## config.mk

```make
export PLATFORM = sky130hd
export DESIGN_NAME = timer_device
export DESIGN_NICKNAME = d
export VERILOG_FILES = /design/src/rtl/timer_device.sv
export SDC_FILE = /design/constraint.sdc
export NUM_CORES = 1
export LEC_CHECK = 0
export ABC_AREA = 0
export CELL_PAD_IN_SITES_DETAIL_PLACEMENT = 0
export CELL_PAD_IN_SITES_GLOBAL_PLACEMENT = 2
export CORE_ASPECT_RATIO = 1.1
export CORE_MARGIN = 8
export CORE_UTILIZATION = 30
export DETAILED_ROUTE_END_ITERATION = 8
export MAX_ROUTING_LAYER = met4
export PLACE_DENSITY_LB_ADDON = 0.1
export SLEW_MARGIN = 15
export SYNTH_ARGS = -nofsm -noshare
export SYNTH_HDL_FRONTEND = slang
export SYNTH_SLANG_ARGS = --single-unit
```

## constraint.sdc

```tcl
create_clock -name clk -period 2.6 [get_ports clk]
set_input_delay 0.78 -clock clk [delete_from_list [all_inputs] [get_ports clk]]
set_output_delay 0.78 -clock clk [all_outputs]
set_load 0.01 [all_outputs]
```

## src/rtl/timer_device.sv

```systemverilog
// timer_device
//   Memory-mapped timer responder for one timer window. Holds the CTRL,
//   PRESET and COUNT registers, runs a down-counter FSM and raises an
//   interrupt request toward CP0.
//
// Ports
//   clk        in   1   system clock, all state updates on the rising edge
//   reset_n    in   1   asynchronous, active-low reset
//   addr       in   2   word select (bus address [3:2]):
//                       0 CTRL, 1 PRESET, 2 COUNT, 3 unmapped
//   we         in   1   write strobe, one cycle per word write
//   wd         in  32   write data
//   rd         out 32   read data, combinational from addr
//   irq        out  1   interrupt request = irq_flag & CTRL.IM
//   state_dbg  out  2   current FSM state (IDLE=0, LOAD=1, CNT=2, INT=3)
//
// Bus protocol: there is no handshake. A write commits at every rising edge
// where we=1 for the word selected by addr; a read is a pure combinational
// decode of addr and is valid in the same cycle.
//
// CTRL layout: bit0 EN, bits2:1 MODE (1 = auto-reload, anything else =
// one-shot), bit3 IM. Upper bits read as zero.

module timer_device (
    input  logic        clk,
    input  logic        reset_n,
    input  logic [1:0]  addr,
    input  logic        we,
    input  logic [31:0] wd,
    output logic [31:0] rd,
    output logic        irq,
    output logic [1:0]  state_dbg
);

    typedef enum logic [1:0] {
        S_IDLE = 2'd0,
        S_LOAD = 2'd1,
        S_CNT  = 2'd2,
        S_INT  = 2'd3
    } state_t;

    localparam logic [1:0] A_CTRL   = 2'd0;
    localparam logic [1:0] A_PRESET = 2'd1;
    localparam logic [1:0] A_COUNT  = 2'd2;

    state_t      state;
    state_t      state_next;
    logic [3:0]  ctrl;
    logic [31:0] preset;
    logic [31:0] count;
    logic [31:0] count_next;
    logic        irq_flag;

    logic        fsm_clr_en;
    logic        fsm_set_irq;
    logic        fsm_clr_irq;

    logic        wr_ctrl;
    logic        wr_preset;

    assign wr_ctrl   = we && (addr == A_CTRL);
    assign wr_preset = we && (addr == A_PRESET);

    // Next-state logic works only from registered CTRL, so a bus write is
    // seen by the FSM one cycle after it commits.
    always_comb begin
        state_next  = state;
        count_next  = count;
        fsm_clr_en  = 1'b0;
        fsm_set_irq = 1'b0;
        fsm_clr_irq = 1'b0;
        case (state)
            S_IDLE: begin
                if (ctrl[0]) state_next = S_LOAD;
            end
            S_LOAD: begin
                count_next = preset;
                state_next = S_CNT;
            end
            S_CNT: begin
                if (!ctrl[0]) begin
                    state_next = S_IDLE;
                end else if (count > 32'd1) begin
                    count_next = count - 32'd1;
                end else begin
                    // COUNT of 0 or 1 both expire here, so PRESET=0 acts as 1.
                    count_next  = 32'd0;
                    fsm_set_irq = 1'b1;
                    state_next  = S_INT;
                end
            end
            S_INT: begin
                if (ctrl[2:1] == 2'd1) begin
                    fsm_clr_irq = 1'b1;
                    state_next  = S_LOAD;
                end else begin
                    fsm_clr_en = 1'b1;
                    state_next = S_IDLE;
                end
            end
            default: state_next = S_IDLE;
        endcase
    end

    always_ff @(posedge clk or negedge reset_n) begin
        if (!reset_n) begin
            state    <= S_IDLE;
            ctrl     <= 4'd0;
            preset   <= 32'd0;
            count    <= 32'd0;
            irq_flag <= 1'b0;
        end else begin
            state <= state_next;
            count <= count_next;

            // A bus write to CTRL overrides the FSM's EN clear.
            if (wr_ctrl) begin
                ctrl <= wd[3:0];
            end else if (fsm_clr_en) begin
                ctrl[0] <= 1'b0;
            end

            if (wr_preset) preset <= wd;

            // Setting wins over any clear so an expiry is never lost.
            if (fsm_set_irq) begin
                irq_flag <= 1'b1;
            end else if (wr_ctrl || wr_preset || fsm_clr_irq) begin
                irq_flag <= 1'b0;
            end
        end
    end

    always_comb begin
        rd = 32'd0;
        case (addr)
            A_CTRL:   rd = {28'd0, ctrl};
            A_PRESET: rd = preset;
            A_COUNT:  rd = count;
            default:  rd = 32'd0;
        endcase
    end

    assign irq       = irq_flag & ctrl[3];
    assign state_dbg = state;

endmodule
```

# Word level (Yosys, flattened, before mapping)
# Cells that the tools add are included.
[word_totals]
register_bits = 71
input_bits = 37
out_inout_bits = 35
elab_cells = 49
[op_classes]
addsub = 1
n_lt_le_gt_ge = 1
eq_ne = 9
muxes = 20
bitwise = 1
n_reduce_logical = 11
[ops]
columns = ["op", "n"]
rows = [
  ["32-bit one-hot mux with 3 select lines", 1],
  ["32-bit two-way mux", 2],
  ["32-bit one-hot mux with 2 select lines", 1],
  ["32-bit by 1-bit greater-than comparator with 1-bit output, second input constant", 1],
  ["32-bit by 1-bit subtractor with 32-bit output, second input constant", 1],
  ["1-bit two-way mux", 12],
  ["2-bit one-hot mux with 4 select lines", 1],
  ["2-bit by 1-bit == test with 1-bit output, second input constant", 3],
  ["2-bit == test, second input constant", 3],
  ["2-bit two-way mux", 3],
  ["2-bit nonzero test", 3],
  ["2-bit zero test", 2],
  ["2-bit inequality test, second input constant", 2],
  ["2-bit AND reduction", 2],
  ["3-bit inequality test, second input constant", 1],
  ["1-bit logical AND", 2],
  ["1-bit logical OR", 2],
  ["1-bit bitwise AND", 1],
]

# Longest topological paths before layout
[depth]
ltp_word = 6
mapped_depth = 9
depth_no_buf = 7

# Least setup slack after synthesis
# OpenSTA, ideal clock, no wires.
[synth_timing]
kind = "input to output"
startpoint = "input port addr[1]"
endpoint = "output port rd[10]"
t_arrival_ns = 1.974
path_slack_ns = -0.154
stages = 5
path_cell_list = "clkbuf_1 > nor2b_1 > clkbuf_1 > clkbuf_1 > a22o_1"
[synth_via]
elab_chain_cells = 2
elab_cells_between_ends = 4
classes_between = "eq/ne: 2; mux: 1; reduce/logical: 1"
[synth_rtl]
columns = ["item", "line_no", "rtl"]
rows = [
  ["start, declared", "27", "input logic [1:0] addr,"],
  ["2-bit == test (tied with other cells)", "136", "case (addr)"],
  ["32-bit one-hot mux with 3 select lines (*)", "136", ""],
  ["end, declared", "30", "output logic [31:0] rd,"],
]
# Mark *: on every way between the ends. The rest lies on a longest branch, timed or not.

# Worst setup path in the final report
[layout_timing]
startpoint = "input port addr[0]"
endpoint = "output port rd[26]"
# The elaborated chain is that of the path after synthesis.

==> impl_metrics.yaml <==
global_route:
  first_global_vias: 3816
  grt_max_degree: 72
  antenna_found_initial: 0
  grt_pass1_wl_um: 21850
  grt_overflow_total: 0
  track_usage_pct: 17.10
timing:
  tns_ps: 0
  fin_crit_ps: 2564
  worst_pin_slew_ps: 501.1
  fin_skew_ps: 8.537
  slew_headroom_pct: 66.59
  post-route-period-util_pct: 98.61
  rsz0062_at_grt: "true"
  finalSetupViolations: 0
  clock.fmax_mhz: 390.0
  drv_slew: 0
  timing_hold_violations_final: 0
pwr:
  peakVddDrop_v: 0.0003675
  power_switching_share_pct: 38.70
  power_frac_comb_pct: 40.9
  seq_power_share_pct: 35.3
  power.leakage_nw: 2.318
  power_density_nw_per_um2: 1006
  p_switching_mw: 2.126
  p_int_mw: 3.366
  power_frac_clock_pct: 23.9
setup_path:
  path_cells: "buf_2, nor2b_4, buf_6, buf_6, buf_16, a22o_1, buf_2"
  path_max_fanout: 8
  cpMaxStageDelayCell: "a22o_1"
  cp-end-kind: "output pin"
  path_class: "in -> out"
  slowest_delay_ps: 230
  path_buf_inv: 5
  cp-start-kind: "primary input"
  critPathTopFamily: "buffers and inverters"
  cp.required_ps: 1820
  cp.arrival_ps: 1780
logic_synthesis:
  synth_nets: 431
  synthTopCellsByArea: "dfrtp_1 45%, mux2_2 9.9%, a22o_1 7.1%"
  synth_cell_type_count: 51
  ys_seq_elements: 71
  yosys-top-cells-count: "71 x dfrtp_1, 35 x mux2_2, 32 x a22o_1"
  synth_ff_type: "dfrtp_1"
  async_reset_ff_share_pct: 100.0
  synth_top_cell_by_area: "dfrtp_1"
  postSynthAreaPerCell_sq_um: 10.11
  netlist.area_leader.share_pct: 44.81
  synth-edff-count: 0
  ys_warn_count: 0
  seq_area_frac_synth_pct: 44.81
  syn_inst: 392
  yosys.cell_count.top_type: "dfrtp_1"
  netlist_area_sq_um: 3965
flow_run:
  max_cap_viol_count: 0
floorplan:
  coreArea_sq_um: 13050
  io-pin-count: 72
  row_count: 44
  die_height_um: 136.6
  die_w_um: 125.6
  start_util_pct: 30.39
  dieArea_sq_um: 17160
finish:
  syn_to_final_growth_pct: 37.74
  nets: 532
  layout-drive-gt1-share_pct: 29.92
  fin_area_sq_um: 5461
  fin_util_pct: 41.86
  n_antenna_cell: 0
  layout.cells.non_filler: 659
clock_network:
  htree_levels: 3
  clock_sinks: 71
  cts_buffers: 9
  clk_pin_slew_ps: 50
  cts_tree: "built"
  cts-root-buf: "clkbuf_16"
  insertion_delay_ps: 350
  cts_hold_buf: 0
  clk_path_buf_depth: 2
placement:
  place_inst: 635
  placed_area_sq_um: 5132
  gp_congestion: 0.8254
  portBuffers: 71
  dp_hpwl_um: 8933
routing:
  wl_per_cell_um: 21.09
  drt_iter0_markers: 206
  finalWirelength_um: 13900
  top_layer: "met4"
  wl_met1_um: 6404
  drc_errors: 0
  detail_route.first_pass.iterations: 4
  detail-route-antenna-nets: 0
  dr_wl_met2_um: 6844
  vias_per_cell: 5.536
  via_count: 3648
  wl_met3_um: 479
min_path:
  hp-class: "in -> async"
run_status:
  status: "finished clean"
through the flow:
step                hold WS (ps)  worst slack (ps)  power [mW]
floorplan                  465.8            -49.14       3.250
global placement           499.9            -624.7       4.242
detailed placement         516.7            -644.9       4.269
CTS                        484.0             18.38       5.544
global route               498.6            -25.76       5.875
finish                     471.3             36.10       5.492
state kept, by name, indices dropped and copies added, names as in the netlist:
register / flops
irq_flag: 1
ctrl: 4
count: 32
preset: 32
state_dbg: 2
final cells by class:
type,instances,area [sq um]
fillers,1303,7586
multi-input cells,279,2052
flip-flops and latches,71,1777
repair buffers,124,1091
clock buffers,13,270.3
well taps,161,201.4
clock inverters,3,40.04
inverters,8,30.03
timing repair:
action                                  in CTS  in global routing
gates cloned                                 4                  0
resized for setup                          144                  3
endpoints found under the setup margin      38                  4
setup buffers                                4                  0
pin swaps                                    2                  0
layout by cell type (no fill, tap or decap), types with 6 or more instances in the layout:
master,synthesis,layout
nand2_1,31,31
a31oi_1,12,12
buf_4,1,41
or3_1,11,11
nor3_1,6,6
a22oi_1,9,9
mux2_2,35,35
dfrtp_1,71,71
nor4_1,10,9
clkbuf_16,0,9
o311ai_1,6,6
a22o_1,32,32
clkdlybuf4s50_1,0,36
a21oi_1,6,6
buf_2,1,34
nand3_1,14,14
nor2_1,12,12
o21ai_0,19,17
o31ai_1,10,10
inv_1,8,8
layer usage:
metal  global-route usage (%)  vias to the layer above
li1                         -                     1735
met1                    21.17                     1836
met2                    27.55                       66
met3                    3.624                       11
met4                    5.281                        0
met5                        -                        -
cells by family (layout without fill, tap and decap cells):
family | Yosys count | after routing | share of synthesized area (%)
AO/OA/AOI/OAI | 125 | 125 | 23.70
AND/OR/NAND/NOR | 113 | 113 | 15.24
flip-flops | 71 | 71 | 44.81
buffers and inverters | 42 | 148 | 4.670
multiplexers | 39 | 39 | 10.95
adder cells (fa/ha/maj) | 2 | 2 | 0.6310
power by group through the flow:
| stage | Clock [mW] | Combinational (mW) | Sequential [mW] |
|---|---|---|---|
| 2_1_floorplan | 0 | 1.45 | 1.80 |
| 3_3_place_gp | 0 | 2.29 | 1.95 |
| 3_5_place_dp | 0 | 2.32 | 1.95 |
| 4_1_cts | 1.34 | 2.27 | 1.94 |
| 5_1_grt | 1.39 | 2.47 | 2.01 |
| 6_report | 1.31 | 2.24 | 1.94 |
final timing paths:
path / startpoint / to / slack (ps) / cells past startpoint
max: addr[0] / rd[26] / 40 / 7
min in group clk: preset[22] / count[22] / 520 / 2
max in group asynchronous: reset_n / preset[6] / 1820 / 2
min: reset_n / preset[15] / 470 / 2
min reg2reg: preset[22] / count[22] / 520 / 2
max reg2reg: count[5] / count[15] / 40 / 6
Power figures use the tool's default switching activity.
